**config.mk**
```make
export PLATFORM = sky130hd
export DESIGN_NAME = ant_nav_ctrl
export DESIGN_NICKNAME = d
export VERILOG_FILES = /design/src/rtl/ant_nav_ctrl.sv
export SDC_FILE = /design/constraint.sdc
export NUM_CORES = 1
export LEC_CHECK = 0
export CORE_UTILIZATION = 46
export DETAILED_ROUTE_END_ITERATION = 10
export PLACE_DENSITY_LB_ADDON = 0.25
export SLEW_MARGIN = 30
export SYNTH_ARGS = -nofsm -noshare
export SYNTH_HDL_FRONTEND = slang
export SYNTH_SLANG_ARGS = --single-unit
```
**constraint.sdc**
```tcl
create_clock -name clk -period 1.9 [get_ports clk]
set_input_delay 0.38 -clock clk [delete_from_list [all_inputs] [get_ports clk]]
set_output_delay 0.38 -clock clk [all_outputs]
set_load 0.03 [all_outputs]
```
**src/rtl/ant_nav_ctrl.sv**
```systemverilog
// ant_nav_ctrl: registered wall-following maze controller with selectable follow
// side, saturating visit-count pheromone, collision backoff, stuck/loop side
// flipping and a sticky escape flag.
module ant_nav_ctrl #(
  parameter int unsigned PH_WIDTH    = 2,
  parameter bit          FOLLOW_SIDE = 1'b0,
  parameter int unsigned STUCK_LIMIT = 8,
  parameter int unsigned BACKOFF_CYC = 3
) (
  input  logic                clk,
  input  logic                rst,
  input  logic                ant_l,
  input  logic                ant_r,
  input  logic                hit,
  input  logic                escape,
  input  logic [PH_WIDTH-1:0] ph_detected,
  output logic [1:0]          move,
  output logic [PH_WIDTH-1:0] ph_drop,
  output logic                side,
  output logic                done
);

  localparam int unsigned STUCK_W = $clog2(STUCK_LIMIT + 1);
  localparam int unsigned BO_W    = $clog2(BACKOFF_CYC + 1);

  localparam logic [PH_WIDTH-1:0] PH_MAX = {PH_WIDTH{1'b1}};

  localparam logic [1:0] HALT    = 2'b00;
  localparam logic [1:0] RIGHT   = 2'b01;
  localparam logic [1:0] LEFT    = 2'b10;
  localparam logic [1:0] FORWARD = 2'b11;

  localparam logic [STUCK_W-1:0] STUCK_LAST = STUCK_W'(STUCK_LIMIT - 1);
  localparam logic [BO_W-1:0]    BO_RELOAD  = BO_W'(BACKOFF_CYC - 1);

  typedef enum logic [2:0] {
    ST_IDLE,
    ST_RUN,
    ST_SEEK,
    ST_SETTLE,
    ST_BACKOFF,
    ST_DONE
  } state_t;

  state_t                state_q, state_d;
  logic [1:0]            move_q, move_d;
  logic [PH_WIDTH-1:0]   ph_drop_q, ph_drop_d;
  logic                  side_q, side_d;
  logic                  done_q, done_d;
  logic [STUCK_W-1:0]    stuck_q, stuck_d;
  logic [BO_W-1:0]       bo_q, bo_d;

  logic                  near, far;
  logic [1:0]            toward, away;
  logic                  flip;

  // Side-relative view of the antennae and turns for the current follow side.
  always_comb begin
    near   = side_q ? ant_r : ant_l;
    far    = side_q ? ant_l : ant_r;
    toward = side_q ? RIGHT : LEFT;
    away   = side_q ? LEFT  : RIGHT;
  end

  // State register and all registered outputs.
  always_ff @(posedge clk or posedge rst) begin
    if (rst) begin
      state_q   <= ST_IDLE;
      move_q    <= HALT;
      ph_drop_q <= '0;
      side_q    <= FOLLOW_SIDE;
      done_q    <= 1'b0;
      stuck_q   <= '0;
      bo_q      <= '0;
    end else begin
      state_q   <= state_d;
      move_q    <= move_d;
      ph_drop_q <= ph_drop_d;
      side_q    <= side_d;
      done_q    <= done_d;
      stuck_q   <= stuck_d;
      bo_q      <= bo_d;
    end
  end

  // Next-state, move decision, pheromone deposit and side-flip bookkeeping.
  always_comb begin
    state_d   = state_q;
    move_d    = HALT;
    bo_d      = bo_q;
    ph_drop_d = '0;
    stuck_d   = stuck_q;
    flip      = 1'b0;

    unique case (state_q)
      ST_IDLE: begin
        state_d = ST_RUN;
      end
      ST_RUN, ST_SEEK, ST_SETTLE: begin
        if (escape) begin
          state_d = ST_DONE;
        end else if (hit) begin
          state_d = ST_BACKOFF;
          bo_d    = BO_RELOAD;
        end else if (state_q == ST_SETTLE) begin
          state_d = ST_RUN;
        end else if (far) begin
          move_d  = away;
          state_d = ST_SETTLE;
        end else if (near || (state_q == ST_SEEK)) begin
          move_d  = FORWARD;
          state_d = ST_RUN;
        end else begin
          move_d  = toward;
          state_d = ST_SEEK;
        end
      end
      ST_BACKOFF: begin
        if (escape) begin
          state_d = ST_DONE;
        end else if (hit) begin
          bo_d = BO_RELOAD;
        end else if (bo_q != '0) begin
          bo_d = bo_q - BO_W'(1);
        end else begin
          move_d  = away;
          state_d = ST_SETTLE;
        end
      end
      ST_DONE: begin
        state_d = ST_DONE;
      end
      default: begin
        state_d = ST_IDLE;
      end
    endcase

    // Deposit one more than the detected level, saturating, only on FORWARD.
    if (move_d == FORWARD) begin
      ph_drop_d = (ph_detected == PH_MAX) ? PH_MAX : ph_detected + PH_WIDTH'(1);
    end

    // Stuck counting and loop detection; FORWARD and non-FORWARD are exclusive,
    // so at most one flip source fires per edge.
    if ((state_q != ST_IDLE) && (state_q != ST_DONE)) begin
      if (move_d == FORWARD) begin
        stuck_d = '0;
        flip    = (ph_detected == PH_MAX);
      end else if (stuck_q == STUCK_LAST) begin
        stuck_d = '0;
        flip    = 1'b1;
      end else begin
        stuck_d = stuck_q + STUCK_W'(1);
      end
    end

    side_d = side_q ^ flip;
    done_d = (state_d == ST_DONE);
  end

  assign move    = move_q;
  assign ph_drop = ph_drop_q;
  assign side    = side_q;
  assign done    = done_q;

endmodule
```
==> impl.org <==
** Run status
- Status :: finished, final reports clean

** Synth
- After synthesis, the share of cell area in mux cells is under 10%.
- The synthesized design contains 15 register bits.
- EDFF count, synth :: 0
- Cell variety after synth :: 35
- The biggest area contributor in the post-synthesis netlist is dfrtp_1.
- The synthesized design devotes to its leading area cell type 41.6% of total area.
- Synthesized area per cell :: 9.40 um^2
- Xor and xnor area share after synthesis :: ~2.9%
- In the synthesized netlist the async set-or-reset flop fraction comes to 100%.
- Cell area after synthesis :: around 900 um^2
- By area, the combinational part of the netlist is dominated by simple AND/OR/NAND/NOR gates.
- Most numerous cell in the Yosys netlist :: dfrtp_1
- Yosys attributes the largest share of cell area to dfrtp_1 42%, nor2_1 5.4%, o211ai_1 3.3%, a2111oi_4 3.1%, inv_1 2.9%.
- Part of the Yosys area used for sequential elements :: about two fifths
- For this run, the number of Yosys warnings is 0.
- Of the total synthesized cell area, the portion taken by AND, OR, NAND and NOR gates is 23.0%.
- Synthesized netlist cell count :: 96
- Predominant post-synthesis flop cell :: dfrtp_1
- Nets in the synthesized netlist :: 106
- After synthesis, the most frequently instantiated cells are 15 x dfrtp_1, 13 x nor2_1, 7 x inv_1, 7 x nand2_1.
- After Yosys synthesis, full adders, half adders and majority gates account for under 10% of the synthesized area.
- Summing the areas of all compound-gate instances in the mapped netlist gives a little over a fifth of the synthesized area.

** Setup path
- Kind of cell with the highest combined delay on the critical path :: buffers and inverters
- Number of buffers and inverters on the critical path :: 1
- Critical Path Fanout Max :: 6
- Worst Setup Start Kind :: flip-flop
- For the worst setup path, the data required time is approximately 1.5 ns.
- Logic depth of the worst setup path including buffers :: 1
- Slowest cell delay on critical path :: approximately 0.7 ns
- On the critical path, the stage with the largest delay is an instance of clkdlybuf4s50_1.
- Type of destination of the critical path :: primary output
- R2R cell count :: 6
- Cells traversed along the worst timing path :: clkdlybuf4s50_1
- Signal arrival time at the worst endpoint :: about 1.4 ns
- Class of the most critical setup path :: flip-flop to primary output

** Layout
- Summing all flip-flop and latch instances after layout gives around 380 um^2.
- The finished cells cover 1180 um^2.
- Area of the multi-input gates :: about 470 um^2
- Final #Nets :: 136
- Layout-stage area growth over the synthesis result :: 30.7%
- The filler cells instantiated in the layout total about 170.
- 0 antenna diodes ended up in the layout.
- Layout cell share with drive strength beyond 1 :: roughly a fifth

** Power
- VDD sags by at most around 550 uV.
- For this design the ratio of total power to cell area is 734 nW/um^2.
- Static leakage :: a little over 0.5 nW

** Timing
- The count of pins over their slew limit came to 0.
- The worst path in the final design needs a cycle of between 1.5 and 2 ns, including I/O delays and setup.
- Setup violations remaining at the end of the flow were counted as 0.
- Measured slew at the worst slew-check pin :: 0.541 ns
- Relative max-transition margin :: between 60% and 70%
- Final Worst Setup Slack :: 0.118 ns
- Post-route clock period utilization :: 93.8%
- Static timing analysis puts the maximum clock frequency at around 0.56 GHz.
- Clock skew on the completed layout was measured at approximately 0.0042 ns.
- Final Hold Vio Count :: 0

** Floorplanning
- DIE HEIGHT :: between 40 and 50 um
- Row cnt :: 15
- The region available for standard cell placement spans ~1800 um^2.
- The floorplan step defined a die boundary enclosing roughly 2100 um^2.
- For this design the top-level I/O count stands at 14.
- Once the floorplan was initialized, standard cells occupied 50.6% of the core.
- Horizontal extent of the die :: around 46 um

** CTS
- The clock drives 15 sinks.
- The clock passes through at most 2 buffers.
- CTS root buf :: clkbuf_4
- Total CTS buffers :: 3
- Worst-skew pair later-pin latency :: between 0.2 and 0.3 ns
- Level count of the clock H-tree :: 1
- Clock-pin transition on the worst setup and hold timing paths :: 0.08 ns
- TritonCTS built the clock tree.

** Route
- For this block, the initial DRC count from the detailed router was 23.
- Ratio of routed vias to standard cells :: roughly 5.3
- Once detail routing completed, the nets flagged for antenna violations numbered 0.
- After detailed routing, the total wire length is between 1500 and 2000 um.
- WL per Instance :: about 12 um
- The first detailed-routing pass took 4 iterations.
- For this run, design rule violations remaining after detail routing come to 0.
- Detailed routing inserted a total of approximately 800 vias.

** GRT
- Largest net degree at the start of global routing :: 16
- GRT Resource Usage Total :: approximately 20%
- Number of global-route vias before repair :: 760
- After global routing the overflow that remains totals 0.
- Antenna violations before repair :: 0
- First-pass GRT wire length :: just under 3000 um

** Flow run
- Across the run, the number of max-cap violations was 0.

** Worst hold path
- The tightest min-delay check is of the input pin to async pin type.

** Placed design
- Routability congestion estimate :: 0.863
- Port Buffers :: 13
- HPWL after detailed placement :: between 1000 and 1500 um
- Placed cell areas :: about 1100 um^2
- Before CTS, the worst setup slack after placement is -0.238 ns.
## metrics by stage
step | setup TNS [ns] | hold WS, ns | std cells | total power, mW | utilization [%]
6_report | 0 | 0.444 | 150 | 0.866 | 66.1
3_3_place_gp | -0.750 | 0.510 | 145 | 0.686 | 63.9
2_1_floorplan | 0 | 0.281 | 96 | 0.604 | -
5_1_grt | -0.00292 | 0.515 | 150 | 0.932 | 66.1
4_1_cts | 0 | 0.470 | 149 | 0.875 | 65.3
3_5_place_dp | -1.00 | 0.515 | 145 | 0.695 | 63.9
## worst paths after layout
path	startpoint	end	slack, ns
hold reg to reg	bo_q[0]	bo_q[0]	0.53
min in group clk	bo_q[0]	bo_q[0]	0.53
hold / removal	rst	move[1]	0.44
setup / recovery	side	side	0.12
setup reg to reg	state_q[1]	side	0.13
max in group asynchronous	rst	state_q[2]	1.06
## state kept, by name (all words and copies together) (netlist names)
name / count
bo_q: 2
ph_drop: 2
done: 1
state_q: 3
move: 2
side: 1
stuck_q: 4
## metal layers
layer  routed length, um  part of all wire [%]  global-route usage [%]
met1                 771                    44                    21.5
met2                 888                    51                    36.1
met3                  87                   5.0                    7.45
met4                   0                     0                    2.94
met5                   0                     0                       0
## report_power, final
group          internal [mW]  leakage, nW  total [mW]  switching [mW]
Clock                 0.0814       0.0150       0.173          0.0913
Sequential             0.378        0.179       0.429          0.0503
Combinational          0.125        0.324       0.264           0.139
Total                  0.585        0.518       0.866           0.281
## cell type report
cell class                 count  share of cell area, %
clock buffer                   4                   2.23
sequential                    15                   32.2
multi-input combinational     71                   40.1
inverter                       7                   2.23
tap                           25                   2.65
timing repair buffer          28                   20.6
## timing repair
item                                    CTS  global route
endpoints found under the setup margin    0             3
resized for setup                         0             4
buffers inserted                          0             1
hold buffers                              0             0
## logic make-up (layout without fill, tap and decap cells)
group                      count (synthesis)  in the layout
adders and majority gates                  2              2
DFF                                       15             15
buffers and inverters                     10             39
and+or+nand+nor                           38             38
xor gates and xnor gates                   3              3
AOI/OAI and AO/OA                         26             26
muxes                                      2              2
## cell usage in the layout, fill, tap and decap left out, types with 2 or more instances in the layout
cell	synthesis	layout
nand3_1	3	3
dfrtp_2	0	3
o31ai_1	2	2
dfrtp_1	15	12
o211ai_1	4	4
buf_4	1	15
o21ai_1	4	4
nor2_1	13	12
o21a_1	3	3
o21ai_0	2	2
a21o_1	3	3
clkdlybuf4s50_1	0	13
a21oi_1	4	4
xor2_1	2	2
clkbuf_4	0	3
and2_1	2	2
nand2_1	7	7
ha_1	2	2
inv_1	7	7
nor3_1	3	3
Power figures use the tool's default switching activity.
